===== config.mk =====
export PLATFORM = sky130hd
export DESIGN_NAME = b2r_buffer_o
export DESIGN_NICKNAME = d
export VERILOG_FILES = /design/src/rtl/b2r_buffer_o_pkg.sv /design/src/rtl/b2r_buffer_o_bank.sv /design/src/rtl/b2r_buffer_o.sv
export SDC_FILE = /design/constraint.sdc
export NUM_CORES = 1
export LEC_CHECK = 0
export ABC_AREA = 1
export BUFFER_PORTS_ARGS = -buffer_cell sky130_fd_sc_hd__buf_4
export CAP_MARGIN = 20
export CORE_MARGIN = 4
export CORE_UTILIZATION = 51
export CTS_CLUSTER_DIAMETER = 50
export DETAILED_ROUTE_END_ITERATION = 8
export PLACE_DENSITY_LB_ADDON = 0.12
export SETUP_SLACK_MARGIN = 0.05
export SYNTH_ARGS = -nofsm -noshare
export SYNTH_HDL_FRONTEND = slang
export SYNTH_SLANG_ARGS = --single-unit

===== constraint.sdc =====
create_clock -name clk -period 9.1 [get_ports clk]
set_input_delay 0.455 -clock clk [delete_from_list [all_inputs] [get_ports clk]]
set_output_delay 0.455 -clock clk [all_outputs]
set_load 0.01 [all_outputs]

===== src/rtl/b2r_buffer_o_pkg.sv =====
// b2r_buffer_o_pkg: derived geometry helpers shared by the block-to-row
// output buffer and its bank, plus the element bit-offset helper also used
// by the row-to-block input buffer.
package b2r_buffer_o_pkg;

   // Blocks per block-row.
   function automatic int unsigned calc_bpr(input int unsigned col,
                                            input int unsigned block_size);
      return col / block_size;
   endfunction

   // Input beats per block-row (last beat may be partially used).
   function automatic int unsigned calc_beats(input int unsigned col,
                                              input int unsigned block_size,
                                              input int unsigned num_cores);
      return (col / block_size + num_cores - 1) / num_cores;
   endfunction

   // Block-rows per matrix.
   function automatic int unsigned calc_nbr(input int unsigned row,
                                            input int unsigned block_size);
      return row / block_size;
   endfunction

   // Counter width able to hold 0..n-1, never narrower than one bit.
   function automatic int unsigned cnt_width(input int unsigned n);
      return (n > 1) ? $clog2(n) : 1;
   endfunction

   // LSB of element (row, col) in a flat vector of nelem elements laid out
   // row-major with ncols per row and element 0 in the MSBs.
   function automatic int unsigned elem_lsb(input int unsigned row,
                                            input int unsigned col,
                                            input int unsigned ncols,
                                            input int unsigned nelem,
                                            input int unsigned width);
      return (nelem - 1 - (row * ncols + col)) * width;
   endfunction

endpackage


===== src/rtl/b2r_buffer_o_bank.sv =====
// b2r_buffer_o_bank: one ping-pong bank of BLOCK_SIZE rows x COL elements.
// Ports:
//   clk      clock
//   wr_en    per-core block write enable for the current beat
//   wr_beat  beat index within the block-row (selects block columns)
//   wr_data  NUM_CORES blocks, core 0 in MSBs, element (r,c) at r*BLOCK_SIZE+c
//   rd_row   row within the bank to present
//   rd_data  selected row, column 0 in MSBs
module b2r_buffer_o_bank
   import b2r_buffer_o_pkg::*;
#(
   parameter int unsigned WIDTH      = 16,
   parameter int unsigned BLOCK_SIZE = 2,
   parameter int unsigned CHUNK_SIZE = 4,
   parameter int unsigned COL        = 6,
   parameter int unsigned NUM_CORES  = 2,
   localparam int unsigned BEAT_W    = cnt_width(calc_beats(COL, BLOCK_SIZE, NUM_CORES)),
   localparam int unsigned RROW_W    = cnt_width(BLOCK_SIZE),
   localparam int unsigned IN_W      = WIDTH * CHUNK_SIZE * NUM_CORES
)(
   input  logic                   clk,
   input  logic [NUM_CORES-1:0]   wr_en,
   input  logic [BEAT_W-1:0]      wr_beat,
   input  logic [IN_W-1:0]        wr_data,
   input  logic [RROW_W-1:0]      rd_row,
   output logic [WIDTH*COL-1:0]   rd_data
);

   localparam int unsigned COL_W = cnt_width(COL);

   logic [WIDTH-1:0] mem [BLOCK_SIZE][COL];
   logic [COL_W-1:0] wcol_base [NUM_CORES];

   // First element column of the block each core carries on this beat.
   always_comb begin
      for (int k = 0; k < NUM_CORES; k++) begin
         wcol_base[k] = COL_W'((int'(wr_beat) * NUM_CORES + k) * BLOCK_SIZE);
      end
   end

   // Block write: scatter each enabled core's block into its column window.
   always_ff @(posedge clk) begin
      for (int k = 0; k < NUM_CORES; k++) begin
         if (wr_en[k]) begin
            for (int r = 0; r < BLOCK_SIZE; r++) begin
               for (int c = 0; c < BLOCK_SIZE; c++) begin
                  mem[r][wcol_base[k] + COL_W'(c)] <=
                     wr_data[elem_lsb(r, c, BLOCK_SIZE, NUM_CORES * CHUNK_SIZE, WIDTH)
                             - k * CHUNK_SIZE * WIDTH +: WIDTH];
               end
            end
         end
      end
   end

   // Row read.
   always_comb begin
      rd_data = '0;
      for (int c = 0; c < COL; c++) begin
         rd_data[elem_lsb(0, c, COL, COL, WIDTH) +: WIDTH] = mem[rd_row][c];
      end
   end

endmodule


===== src/rtl/b2r_buffer_o.sv =====
// b2r_buffer_o: reassembles NUM_CORES result blocks per beat into full matrix
// rows, ping-pong buffered so block ingest overlaps row drain.
// Ports:
//   clk, rst         clock, synchronous active-high reset
//   in_valid/ready   input beat handshake
//   in_b2r_buffer    NUM_CORES blocks, core 0 in MSBs
//   out_valid/ready  output row handshake
//   out_b2r_buffer   one matrix row, column 0 in MSBs
//   out_last         final row of the matrix
//   frame_done       pulse the cycle after the out_last handshake
module b2r_buffer_o
   import b2r_buffer_o_pkg::*;
#(
   parameter int unsigned WIDTH      = 16,
   parameter int unsigned BLOCK_SIZE = 2,
   parameter int unsigned CHUNK_SIZE = 4,
   parameter int unsigned ROW        = 8,
   parameter int unsigned COL        = 6,
   parameter int unsigned NUM_CORES  = 2
)(
   input  logic                                 clk,
   input  logic                                 rst,
   input  logic                                 in_valid,
   output logic                                 in_ready,
   input  logic [WIDTH*CHUNK_SIZE*NUM_CORES-1:0] in_b2r_buffer,
   output logic                                 out_valid,
   input  logic                                 out_ready,
   output logic [WIDTH*COL-1:0]                 out_b2r_buffer,
   output logic                                 out_last,
   output logic                                 frame_done
);

   localparam int unsigned BPR    = calc_bpr(COL, BLOCK_SIZE);
   localparam int unsigned BEATS  = calc_beats(COL, BLOCK_SIZE, NUM_CORES);
   localparam int unsigned NBR    = calc_nbr(ROW, BLOCK_SIZE);
   localparam int unsigned BEAT_W = cnt_width(BEATS);
   localparam int unsigned RROW_W = cnt_width(BLOCK_SIZE);
   localparam int unsigned BROW_W = cnt_width(NBR);

   logic                 wbank;
   logic                 rbank;
   logic [1:0]           full;
   logic [BEAT_W-1:0]    beat_cnt;
   logic [BROW_W-1:0]    wbrow_cnt;
   logic [RROW_W-1:0]    rrow_cnt;
   logic [BROW_W-1:0]    rbrow_cnt;

   logic                 in_fire_c;
   logic                 out_fire_c;
   logic                 last_beat_c;
   logic                 last_row_c;
   logic [NUM_CORES-1:0] core_valid_c;
   logic [NUM_CORES-1:0] wr_en_c [2];
   logic [WIDTH*COL-1:0] rd_data_c [2];

   // Handshake status derives from registered flags only.
   assign in_ready       = !full[wbank];
   assign out_valid      = full[rbank];
   assign out_b2r_buffer = rd_data_c[rbank];
   assign in_fire_c      = in_valid && in_ready;
   assign out_fire_c     = out_valid && out_ready;
   assign last_beat_c    = (beat_cnt == BEAT_W'(BEATS - 1));
   assign last_row_c     = (rrow_cnt == RROW_W'(BLOCK_SIZE - 1));
   assign out_last       = out_valid && last_row_c && (rbrow_cnt == BROW_W'(NBR - 1));

   // Cores whose block column lies past the matrix edge are dropped.
   always_comb begin
      core_valid_c = '0;
      for (int k = 0; k < NUM_CORES; k++) begin
         core_valid_c[k] = (int'(beat_cnt) * int'(NUM_CORES) + k) < int'(BPR);
      end
   end

   always_comb begin
      for (int b = 0; b < 2; b++) begin
         wr_en_c[b] = (in_fire_c && (wbank == 1'(b))) ? core_valid_c : '0;
      end
   end

   for (genvar b = 0; b < 2; b++) begin : g_bank
      b2r_buffer_o_bank #(
         .WIDTH      (WIDTH),
         .BLOCK_SIZE (BLOCK_SIZE),
         .CHUNK_SIZE (CHUNK_SIZE),
         .COL        (COL),
         .NUM_CORES  (NUM_CORES)
      ) u_bank (
         .clk     (clk),
         .wr_en   (wr_en_c[b]),
         .wr_beat (beat_cnt),
         .wr_data (in_b2r_buffer),
         .rd_row  (rrow_cnt),
         .rd_data (rd_data_c[b])
      );
   end

   // Writer/reader control. Set and clear never target the same flag since
   // a full bank cannot be written and an empty bank cannot be drained.
   always_ff @(posedge clk) begin
      if (rst) begin
         wbank      <= 1'b0;
         rbank      <= 1'b0;
         full       <= '0;
         beat_cnt   <= '0;
         wbrow_cnt  <= '0;
         rrow_cnt   <= '0;
         rbrow_cnt  <= '0;
         frame_done <= 1'b0;
      end else begin
         frame_done <= out_fire_c && out_last;
         if (in_fire_c) begin
            if (last_beat_c) begin
               full[wbank] <= 1'b1;
               wbank       <= ~wbank;
               beat_cnt    <= '0;
               wbrow_cnt   <= (wbrow_cnt == BROW_W'(NBR - 1)) ? '0 : wbrow_cnt + BROW_W'(1);
            end else begin
               beat_cnt    <= beat_cnt + BEAT_W'(1);
            end
         end
         if (out_fire_c) begin
            if (last_row_c) begin
               full[rbank] <= 1'b0;
               rbank       <= ~rbank;
               rrow_cnt    <= '0;
               rbrow_cnt   <= (rbrow_cnt == BROW_W'(NBR - 1)) ? '0 : rbrow_cnt + BROW_W'(1);
            end else begin
               rrow_cnt    <= rrow_cnt + RROW_W'(1);
            end
         end
      end
   end

endmodule


==> summary.txt, run 1 <==
Port bufs -> 231
Worst rel slew slack -> 24.55%
Power per Cell Area -> 223.7 nW/um^2
Drt total wl -> 31,080 um
Vias -> 8,797
FMAX -> 271.9 MHz
Placed cell count -> 1,547
Chip width -> 178.0 um
Clock slew at reported path FFs -> 0.06 ns
Multi-input logic area -> 2524 sq um
1st-pass router iterations -> 4
HP Class -> in2reg
Final HPWL DP -> 17,770 um
Crit path required time -> 8.65 ns
Post-synth top area share -> 78.26%
Drt via density -> 5.420
CTS Buf Count -> 42
Starting Density -> 52.32%
Ranking of synthesized cells by area -> edfxtp_1 78%, nor2_1 5.2%, o22ai_1 4.1%
Synthesized Nets -> 1,125
Layout Nets -> 1,348
Vias in the first global route -> 8,567
Setup CP Type -> reg2out
Startpoint types -> flop
Final Cycle Share -> 40.41%
TritonCTS clock tree -> built
Row cnt -> 61
Number of routed nets with antenna violations -> 0
Layout Area Growth over Synthesis -> 21.91%
H-tree depth -> 2
Synth warn -> 0
Layout cells sized above 1 -> 25.38%
RSZ-0062 raised after global routing -> no
# fillers -> 2,110
Final Hold Fails -> 0
Die height -> 178.0 um
Synthesized area -> 14,730 sq um
Wirelength per Cell -> 19.15 um
Post-CTS Resized -> 0
Yosys cell types -> 24
Max cap viols -> 0
Core area -> 28,160 sq um
Overflow after GRT -> 0
I/O Pins -> 232
Starting DRT DRC Count -> 673
Clock sink total -> 394
Total negative slack -> 0 ns
Yosys top cell by area -> edfxtp_1
CTS root buf -> clkbuf_16
Postcts setup bufs -> 0
Tmin final -> 3.678 ns
Largest net degree at the start of global routing -> 103
Most common cell after layout, fill and taps aside -> edfxtp_1
Status -> finished clean
GRT Total Usage -> 19.12%
Sequential share of the synthesized area -> 79.62%
Routability Congestion -> 0.7543
Commonest non-fill, non-tap cells in the layout -> 384 x edfxtp_1, 241 x buf_4, 203 x nor2_1, 107 x o21ai_0, 96 x o22ai_1
Antenna violations before repair -> 1
Leakage power -> 6.394 nW
CP max FO -> 102
Finished Layout Cells -> 1,623
Worst-case reg-to-reg path depth -> 5
Global-route wire length before repair -> 47,200 um
ANT cells -> 0
Slew at the pin with the worst max-slew slack -> 1.132 ns
Crit. End Element -> primary output
Flops & latches, synth -> 394
Count of pins over their slew limit -> 0
CTS max path bufs -> 3
Clock skew -> 0.007891 ns
Register Area -> 11,740 sq um
WHS Path Cells -> 1
Worst EP arrival -> 3.22 ns
Clk_lat worst skew -> 0.52 ns
Synthesized instance count -> 991
Number of remaining DRC errors -> 0
Die ar. -> 31,670 sq um
Finish-stage setup viols -> 0
Max VDD drop -> 0.1446 mV
Hold_buf cts -> 0
Mean post-synth cell area -> 14.87 sq um
-- area by class of cell --
type	count	share of cell area [%]
flip-flops and latches	394	65.35
multi-input cells	524	14.05
repair buffers	242	10.23
clock buffers	53	6.548
well taps	378	2.633
clock inverters	22	0.9404
inverters	10	0.2508
-- Yosys cell counts --
cell and instances:
o22ai_1 96, nand4_1 3, buf_1 1, o21ai_0 107, nor2_1 205, buf_4 9
a31oi_1 1, clkbuf_1 17, inv_2 1, nand3_2 1, ha_1 2, inv_1 7
o21ai_1 89, nand2_1 11, nor3_1 4, dfxtp_1 10, edfxtp_1 384, inv_4 2
and2_1 1, clkbuf_4 1, clkbuf_2 7, a21oi_1 4, buf_6 23, buf_2 5
-- layer usage --
| metal | global-route usage, % | routed length (um) | vias up |
|---|---|---|---|
| met5 | 0 | 13 | - |
| met3 | 4.536 | 2195 | 54 |
| met2 | 31.83 | 15140 | 268 |
| met1 | 25.54 | 13050 | 4275 |
| li1 | - | - | 4198 |
| met4 | 5.221 | 685 | 2 |
-- kinds of logic after synthesis --
kind of cell | Yosys count | synth area share [%]
buf+inv | 73 | 3.422
simple gates | 225 | 5.876
compound gates | 297 | 10.91
fa+ha+maj | 2 | 0.1698
flops | 394 | 79.62
-- worst max-delay path, cell delays in order, from the launching register on --
cell     delay (ns)
dfxtp_4        0.53
inv_6          0.55
buf_4          0.90
nor2_1         0.08
o22ai_1        0.28
buf_4          0.17
-- flip-flops by register name, summed over array words and instances, names as in the netlist, named ones only --
name               count
full                   2
last_row_c             1
g_bank.u_bank.mem    384
rbrow_cnt              2
wbank                  1
frame_done             1
rbank                  1
beat_cnt               1
-- worst paths after layout --
path                         start                           to  slack (ns)
setup / recovery              flop           out_b2r_buffer[26]        5.42
hold / removal    in_b2r_buffer[3]  g_bank[0].u_bank.mem[1][35]        0.12
setup reg to reg             wbank  g_bank[0].u_bank.mem[1][13]        6.61
hold reg to reg            full[1]                      full[1]        0.51
-- power breakdown --
part           internal (mW)  total (mW)  switching [mW]  leakage, nW
clock                  0.971        1.62           0.649        0.660
sequential              2.09        2.11          0.0227         3.61
combinational          0.119       0.288           0.169         2.12
-- stage by stage --
step / util, % / area, sq um / hold slack, ns / worst slack, ns / power, mW
detailed placement: 58.91 / 16590 / 0.5053 / 5.959 / 2.440
global route: 63.78 / 17960 / 0.09531 / 5.197 / 4.173
floorplan: - / 14730 / 0.4721 / -0.9506 / 2.298
global placement: 58.91 / 16590 / 0.4930 / 6.017 / 2.434
CTS: 63.68 / 17930 / 0.09782 / 5.401 / 4.057
finish: 63.78 / 17960 / 0.1220 / 5.422 / 4.017
No activity file was read; power rests on OpenSTA's default activity.
==> run 2: changes to the inputs <==
--- a/config.mk
+++ b/config.mk
@@ -5,11 +5,11 @@
 export SDC_FILE = /design/constraint.sdc
 export NUM_CORES = 1
 export LEC_CHECK = 0
-export ABC_AREA = 1
+export ABC_AREA = 0
 export BUFFER_PORTS_ARGS = -buffer_cell sky130_fd_sc_hd__buf_4
 export CAP_MARGIN = 20
 export CORE_MARGIN = 4
-export CORE_UTILIZATION = 51
+export CORE_UTILIZATION = 56
 export CTS_CLUSTER_DIAMETER = 50
 export DETAILED_ROUTE_END_ITERATION = 8
 export PLACE_DENSITY_LB_ADDON = 0.12
==> constraint.sdc (replaced) <==
create_clock -name clk -period 3.8 [get_ports clk]
set_input_delay 0.19 -clock clk [delete_from_list [all_inputs] [get_ports clk]]
set_output_delay 0.19 -clock clk [all_outputs]
set_load 0.01 [all_outputs]
==> summary.txt, run 2 <==
CTS max path bufs -> 3 (unchanged)
Largest family of logic cells by synthesized area -> multiplexers
Drt via density -> 5.464 (+0.81%)
Post-CTS Resized -> 0 (unchanged)
Row cnt -> 58 (-4.9%)
Simple-Gate Fraction of Synth Area -> 0.8718% (-5.0 points)
Ys flop type -> edfxtp_1
CP cell instances -> buf_12, mux4_2, buf_4
Flops & latches, synth -> 394 (unchanged)
FMAX -> 401.5 MHz
Die ar. -> 28,250 sq um (-11%)
# fillers -> 1,346 (-36%)
Final Cycle Share -> 65.54%
CTS Buf Count -> 40 (-4.8%)
Worst EP arrival -> 2.30 ns (-0.92 ns)
Worst-case reg-to-reg path depth -> 3 (-2)
Count leader, synth -> edfxtp_1
H-tree depth -> 2 (unchanged)
Worst path slowest cell -> dfxtp_4
Overflow after GRT -> 0 (unchanged)
Wirelength per Cell -> 21.79 um (+14%)
Clock sink total -> 394 (unchanged)
Pre-CTS setup slack -> 1.657 ns (-4.301 ns)
Yosys cell types -> 29 (+21%)
Synthesized Nets -> 686 (-39%)
Post-synthesis adder-cell area fraction -> 0.1744% (+0.0045 points)
Synthesized instance count -> 552 (-44%)
Layout Nets -> 1,078 (-20%)
Buf+Inv Stages, Crit Path -> 2 (-1)
Post-Synth XOR/XNOR Area -> 0.06103% (+0.061 points)
Top post-synthesis cells by count -> 384 x edfxtp_1, 96 x mux4_2, 10 x dfxtp_1
Compound-cell area share of the yosys netlist -> 0.3226% (-11 points)
Port bufs -> 231 (unchanged)
Routability Congestion -> 0.7511 (-0.42%)
Starting Density -> 56.99% (+4.7 points)
R2R setup slack -> 1.70 ns (-4.91 ns)
Final worst slack -> 1.310 ns (-4.113 ns)
Final core utilization -> 75.44% (+12 points)
Drt total wl -> 28,400 um (-8.6%)
Slew at the pin with the worst max-slew slack -> 0.8463 ns (-0.2854 ns)
Mux contribution to synthesized area -> 15.35% (+15 points)
Count of pins over their slew limit -> 0 (unchanged)
Startpoint types -> flop
Global-route wire length before repair -> 43,730 um (-7.4%)
Max cap viols -> 0 (unchanged)
Final Hold Fails -> 0 (unchanged)
Worst r2r dst -> g_bank[1].u_bank.mem[0][8]
TritonCTS clock tree -> built
CP top delay family -> flip-flops
Cell area after placement -> 16,480 sq um (-0.66%)
Setup CP Type -> reg2out
Clock skew -> 0.01595 ns (+0.008056 ns)
CTS root buf -> clkbuf_16
Die height -> 168.1 um (-5.6%)
Mean post-synth cell area -> 26.00 sq um (+75%)
Finish-stage setup viols -> 0 (unchanged)
Crit path from -> rbank
Post-synth top area share -> 80.35% (+2.1 points)
Yosys top cell by area -> edfxtp_1
1st-pass router iterations -> 4 (unchanged)
Antenna violations before repair -> 0 (-1)
Sequential share of the synthesized area -> 81.74% (+2.1 points)
CP max FO -> 66 (-35%)
RSZ-0062 raised after global routing -> no
Layout Area Growth over Synthesis -> 32.37%
Worst rel slew slack -> 43.44% (+19 points)
Launch point of the worst reg-to-reg path -> wbank
Commonest non-fill, non-tap cells in the layout -> 384 x edfxtp_1, 237 x buf_4, 131 x dlygate4sd3_1, 96 x mux4_2, 41 x clkbuf_16
Clk_lat worst skew -> 0.52 ns (about the same)
Max VDD drop -> 0.4214 mV (+190%)
Tmin final -> 2.490 ns
Clock slew at reported path FFs -> 0.06 ns (about the same)
Vias -> 7,120 (-19%)
Critical Path Max Stage Delay -> 0.72 ns (-0.18 ns)
Starting DRT DRC Count -> 647 (-3.9%)
Crit path required time -> 3.61 ns (-5.04 ns)
Chip width -> 168.1 um (-5.6%)
Design Area, Final -> 19,000 sq um (+5.8%)
Max reg flops -> 384 (unchanged)
HP Class -> in2reg
Vias in the first global route -> 7,919 (-7.6%)
Number of routed nets with antenna violations -> 0 (unchanged)
Core area -> 25,180 sq um (-11%)
Critical path endpoint -> out_b2r_buffer[12]
Power per Cell Area -> 497.4 nW/um^2 (+120%)
Ranking of synthesized cells by area -> edfxtp_1 80%, mux4_2 15%, dfxtp_1 1.4%
WHS -> 0.3979 ns (+0.2759 ns)
Largest net degree at the start of global routing -> 97 (-5.8%)
Leakage power -> 6.518 nW (+1.9%)
Most common cell after layout, fill and taps aside -> edfxtp_1
Crit. End Element -> primary output
ANT cells -> 0 (unchanged)
Layout cells sized above 1 -> 41.11% (+16 points)
Number of remaining DRC errors -> 0 (unchanged)
Final HPWL DP -> 17,010 um (-4.3%)
Synth warn -> 0 (unchanged)
Number of flops mapped to enable cells by yosys -> 384 (unchanged)
Crit path depth -> 3 (-2)
Post-synth ARST share -> 0% (unchanged)
GRT Total Usage -> 20.01% (+0.88 points)
Status -> finished clean
Synthesized area -> 14,350 sq um (-2.6%)
I/O Pins -> 232 (unchanged)
-- run 2: cell types whose count changed after synthesis, moves of 7 or more --
| cell | previous run | this run |
|---|---|---|
| o22ai_1 | 96 | 0 |
| nand2_1 | 11 | 2 |
| clkbuf_2 | 7 | 0 |
| buf_6 | 23 | 1 |
| o21ai_1 | 89 | 1 |
| o21ai_0 | 107 | 0 |
| nor2_1 | 205 | 9 |
| clkbuf_1 | 17 | 3 |
| mux4_2 | 0 | 96 |
-- run 2: cell families (layout without fill, tap and decap cells) --
kind of cell | after synthesis | in the layout
AOI/OAI and AO/OA | 6 | 6
xor gates and xnor gates | 1 | 1
adders and majority gates | 2 | 2
buffers and inverters | 24 | 445
DFF | 394 | 394
muxes | 100 | 100
and+or+nand+nor | 25 | 25
-- run 2: metrics by stage --
stage | power (mW) | std cells | setup TNS, ns
after CTS | 9.544 | 1303 | 0
after global routing | 9.800 | 1303 | 0
after floorplan | 5.476 | 552 | -36.98
final | 9.449 | 1303 | 0
after detailed placement | 5.852 | 1101 | 0
after global placement | 5.810 | 1101 | 0
-- run 2: how the worst min path moves through the flow --
stage	start	end	slack, ns	depth (start not counted)
global placement	in_b2r_buffer[2]	g_bank[0].u_bank.mem[1][34]	0.38	1
detailed placement	in_b2r_buffer[63]	g_bank[0].u_bank.mem[0][63]	0.38	1
CTS	in_b2r_buffer[33]	g_bank[1].u_bank.mem[0][33]	0.38	2
floorplan	in_b2r_buffer[96]	g_bank[0].u_bank.mem[0][0]	0.29	0
finish	in_b2r_buffer[44]	g_bank[1].u_bank.mem[0][44]	0.40	2
global route	in_b2r_buffer[40]	g_bank[1].u_bank.mem[0][40]	0.39	2
-- run 2: layer usage --
| metal | up-vias | part of all wire [%] | GRT usage, % |
|---|---|---|---|
| met5 | - | 0 | 0 |
| met4 | 0 | 1.4 | 4.305 |
| met3 | 34 | 7.8 | 5.072 |
| met2 | 274 | 52 | 34.85 |
| met1 | 3651 | 38 | 25.95 |
| li1 | 3161 | - | - |
-- run 2: final cells by class --
class	instances	area [sq um]	share of cell area, %
Sequential cell	394	11740	61.79
Timing Repair Buffer	373	3191	16.80
Multi-Input combinational cell	134	2446	12.88
Clock buffer	51	1064	5.598
Tap cell	330	412.9	2.173
Clock inverter	20	141.4	0.7443
Inverter	1	3.754	0.01976
-- run 2: where the power goes --
| part | total (mW) | switching (mW) | leakage [nW] | internal [mW] |
|---|---|---|---|---|
| registers | 5.06 | 0.0556 | 3.62 | 5.01 |
| clock network | 3.58 | 1.48 | 0.591 | 2.11 |
| logic | 0.803 | 0.371 | 2.31 | 0.432 |
-- run 2: what timing repair did --
item / 4_1_cts / 5_1_grt
endpoints found under the hold margin: 393 / 0
hold buffers: 131 / 0
setup buffers: 0 / 0
-- run 2: worst reg2reg max path: stages (launching register included) --
cell	delay [ns]
dfxtp_1	0.54
nand2b_1	0.21
nor2_4	0.69
buf_12	0.34
